## src/rtl/nes_ctrl_port.sv

```systemverilog
// NES controller port ($4016/$4017): strobe latch, per-port serial shift registers, Zapper merge on port 2.
// Latency: dout is registered on the rd_en edge and is valid the following cycle; it holds until the next read.
// Backpressure: none; the CPU interface is a pulse interface and every read/write is accepted.
// Optional: define NES_CTRL_PORT_FOUR_SCORE_EN for the 4-player adapter (joy3/joy4, 24-bit registers).
module nes_ctrl_port #(
  parameter logic SHIFT_FILL = 1'b1
) (
  input  logic       clk,
  input  logic       reset,
  input  logic       wr_strobe,
  input  logic       wr_data,
  input  logic       rd_en,
  input  logic       rd_port,
  input  logic [7:0] joy1,
  input  logic [7:0] joy2,
`ifdef NES_CTRL_PORT_FOUR_SCORE_EN
  input  logic [7:0] joy3,
  input  logic [7:0] joy4,
`endif
  input  logic       zapper_en,
  input  logic       light,
  input  logic       trigger,
  output logic [4:0] dout,
  output logic       strobe
);

`ifdef NES_CTRL_PORT_FOUR_SCORE_EN
  // Adapter signature bytes follow the second pad; port 1 reports on read 20, port 2 on read 19.
  localparam int W = 24;
`else
  localparam int W = 8;
`endif

  logic [W-1:0] sr1;
  logic [W-1:0] sr2;
  logic [W-1:0] load1;
  logic [W-1:0] load2;
  logic         reload;
  logic         shift1;
  logic         shift2;
  logic [4:0]   rd_val;

`ifdef NES_CTRL_PORT_FOUR_SCORE_EN
  assign load1 = {8'h08, joy3, joy1};
  assign load2 = {8'h04, joy4, joy2};
`else
  assign load1 = joy1;
  assign load2 = joy2;
`endif

  // Decide reload/shift and form the read word from the pre-write strobe value.
  always_comb begin
    rd_val = 5'b00000;
    // A 1-write in the same cycle as a read takes priority over that read's shift.
    reload = strobe | (wr_strobe & wr_data);
    shift1 = rd_en & ~strobe & ~rd_port;
    shift2 = rd_en & ~strobe & rd_port;
    if (!rd_port) begin
      rd_val[0] = strobe ? joy1[0] : sr1[0];
    end else if (zapper_en) begin
      rd_val[3] = light;
      rd_val[4] = trigger;
    end else begin
      rd_val[0] = strobe ? joy2[0] : sr2[0];
    end
  end

  // Strobe latch, registered read data and both shift registers.
  always_ff @(posedge clk) begin
    if (reset) begin
      strobe <= 1'b0;
      dout   <= 5'b00000;
      sr1    <= {W{SHIFT_FILL}};
      sr2    <= {W{SHIFT_FILL}};
    end else begin
      if (wr_strobe) strobe <= wr_data;
      if (rd_en)     dout   <= rd_val;
      if (reload) begin
        sr1 <= load1;
        sr2 <= load2;
      end else begin
        // Port 2 shifts even when the Zapper owns the read data.
        if (shift1) sr1 <= {SHIFT_FILL, sr1[W-1:1]};
        if (shift2) sr2 <= {SHIFT_FILL, sr2[W-1:1]};
      end
    end
  end

endmodule

```

## config.mk

```make
export PLATFORM = sky130hd
export DESIGN_NAME = nes_ctrl_port
export DESIGN_NICKNAME = d
export VERILOG_FILES = /design/src/rtl/nes_ctrl_port.sv
export SDC_FILE = /design/constraint.sdc
export NUM_CORES = 1
export LEC_CHECK = 0
export ABC_AREA = 1
export ABC_CLOCK_PERIOD_IN_PS = 1150
export CORE_UTILIZATION = 42
export CTS_CLUSTER_DIAMETER = 30
export DETAILED_ROUTE_END_ITERATION = 8
export PLACE_DENSITY = 0.83
export SLEW_MARGIN = 20
export SYNTH_ARGS = -nofsm -noshare
export SYNTH_HDL_FRONTEND = slang
export SYNTH_SLANG_ARGS = --single-unit
```

## constraint.sdc

```tcl
create_clock -name clk -period 1.15 [get_ports clk]
set_clock_uncertainty 0.15 [all_clocks]
set_input_delay 0.115 -clock clk [delete_from_list [all_inputs] [get_ports clk]]
set_output_delay 0.115 -clock clk [all_outputs]
set_load 0.005 [all_outputs]
```

==> results.yml <==
die:
  pin_count: 31
  rows: 18
  die-area_um2: 2780
  start_util_pct: 44.0
  fp.coreArea_um2: 2450
  die_w_um: 52.7
  die_h_um: 52.7
logic_synthesis:
  yosysTopAreaCellShare_pct: 37.1
  ys_ff_latch: 20
  syn_area_um2: 1080
  ys_seq_area_share_pct: 37.1
  syn_avg_cell_area_um2: 6.62
  ys_types: 19
  ys_async_sr_fraction_pct: 0
  ys.flop_type: "dfxtp_1"
  ys_warn_count: 0
  synth_area_leaders: "dfxtp_1 37%, nand2_1 13%, inv_1 11%"
  synthCells: 163
  synth-edff-count: 0
  yosys.area.top_type: "dfxtp_1"
routing:
  first_pass_iters: 4
  via_per_inst: 4.69
  drc: 0
  wl_per_cell_um: 11.7
  routed_wl_mm: 2.79
  drt_iter0_drc: 39
  vias: 1121
  postRouteAntennaNets: 0
finish:
  layout-drive-gt1-share_pct: 28.7
  final_area_um2: 1640
  n_antenna_cell: 0
  utilization_pct: 66.6
  num-fill-cells: 217
  nets: 235
  area_growth_syn_to_layout_pct: 51.4
worst_setup_path:
  crit_top_cell: "buf_12"
  worst_setup_path_start_kind: "register"
  endpoint_kind: "register"
  path_cells: "buf_6 -> inv_6 -> nand2_8 -> buf_12 -> buf_12 -> o21ai_2 -> nand3_1"
  cp_max_fo: 8
  crit_slowest_cell: "dfxtp_2"
  slowest_delay_ps: 340
  critical_path_class: "register to register"
  required_ps: 1210
  crit_arrival_ps: 1390
clock_network:
  cts_tree: "yes"
  clk_pin_slew_worst_paths_ps: 120
  clkLatencyLatePin_ps: 310
  clock_path_buffers: 2
  cts_sinks: 20
  htree_levels: 1
  clockRootBuffer: "clkbuf_4"
  cts_buffers: 3
placed_design:
  portBuffers: 28
  placed_area_um2: 1460
  hpwlAfterDp_mm: 1.64
  gp_congestion: 0.811
  place_ws_ps: -376
sta:
  setup_viol: 18
  drv_slew: 0
  hold_viol: 0
  fin_ws_ps: -188
  max_clock_freq_mhz: 748
  rsz0062_at_grt: "true"
  post-route-period-util_pct: 116
  period_needed_ps: 1340
global_routing:
  globalRouteOverflowTotal: 0
  grt_max_degree: 12
  grt_util_all_layers_pct: 22.7
  globalRouteMet3Util_pct: 6.96
  grt_pass1_vias: 1017
  antenna_found_initial: 0
  grt_util_met2_pct: 37.8
  use_met1_pct: 27.1
  busiest_layer: "met2"
  grt_pass1_wl_mm: 4.53
pwr:
  total_power_mw: 1.74
  p_leak_nw: 0.892
  ir_drop_uv: 854
  power_density_nw_per_um2: 1060
run:
  cap_violations: 0
min_path:
  hold_class: "input port to register"
run_status:
  status: "finished, violations left"
  violations: "negative setup slack"
-- per-stage QoR --
step | TNS [ps] | cells | hold WS, ps
2_1_floorplan | -91.5 | 164 | 29.3
3_3_place_gp | -5240 | 226 | 291
3_5_place_dp | -5800 | 226 | 298
4_1_cts | -2140 | 239 | 208
5_1_grt | -3620 | 239 | 214
6_report | -2560 | 239 | 202
-- Yosys cell counts, types with 2 or more instances --
master / n
nand3_1: 19
o21ai_1: 6
inv_2: 2
nand2_2: 9
o21ai_0: 2
nor2_4: 2
buf_4: 2
dfxtp_1: 20
o21ai_2: 6
a21oi_1: 4
inv_1: 32
nor2_1: 16
nand2_1: 37
-- repair_timing --
action,4_1_cts,5_1_grt
buffers inserted,8,0
pin swaps,15,10
cloned,1,0
hold buffers,0,0
gates resized for setup,25,11
endpoints found under the setup margin,20,21
-- cell families after synthesis --
family,Yosys count,synth area share (%)
AO/OA/AOI/OAI,19,11.1
buffers and inverters,40,16.9
flip-flops,20,37.1
AND/OR/NAND/NOR,83,34.5
other,1,0.347
-- critical path, delay by kind of cell, from the launching register on --
kind | cells | cell delay (ps)
buffers and inverters | 4 | 460
flip-flops | 1 | 340
AND/OR/NAND/NOR | 2 | 160
AO/OA/AOI/OAI | 1 | 110
-- per-layer routing --
metal  up-vias  wire [um]
li1        581          -
met1       496       1220
met2        38       1370
met3         6        147
met4         0         54
met5         -          0
-- report_power, final --
part	switching [mW]	total, mW	internal (mW)
logic	0.250	0.523	0.273
registers	0.0328	0.785	0.752
clock network	0.235	0.429	0.194
-- registers in the layout, summed over array words and instances (netlist names) --
signal  flops
dout        3
sr1         8
sr2         8
strobe      1
-- cell usage in the layout, fill, tap and decap left out, types with 4 or more instances in the layout --
cell,instances
a21oi_1,4
buf_4,15
clkdlybuf4s50_1,24
dfxtp_1,16
dfxtp_2,4
inv_1,32
nand2_1,33
nand2_2,11
nand3_1,17
nor2_1,16
o21ai_1,4
o21ai_2,10
-- worst paths after layout --
path	startpoint	to	slack [ps]	depth (start not counted)
min reg2reg	dout[4]	dout[4]	330	2
min	trigger	dout[4]	200	3
max	strobe	sr1[5]	-190	7
max reg2reg	strobe	sr1[5]	-190	7
-- final cells by class --
cell class                      instances  area [um2]  area share, %
Timing Repair Buffer                   47         467           28.5
Clock buffer                            4        36.3           2.22
Sequential cell                        20         405           24.8
Multi-Input combinational cell        104         554           33.9
Inverter                               34         135           8.26
Tap cell                               30        37.5           2.30
Power figures use the tool's default switching activity.
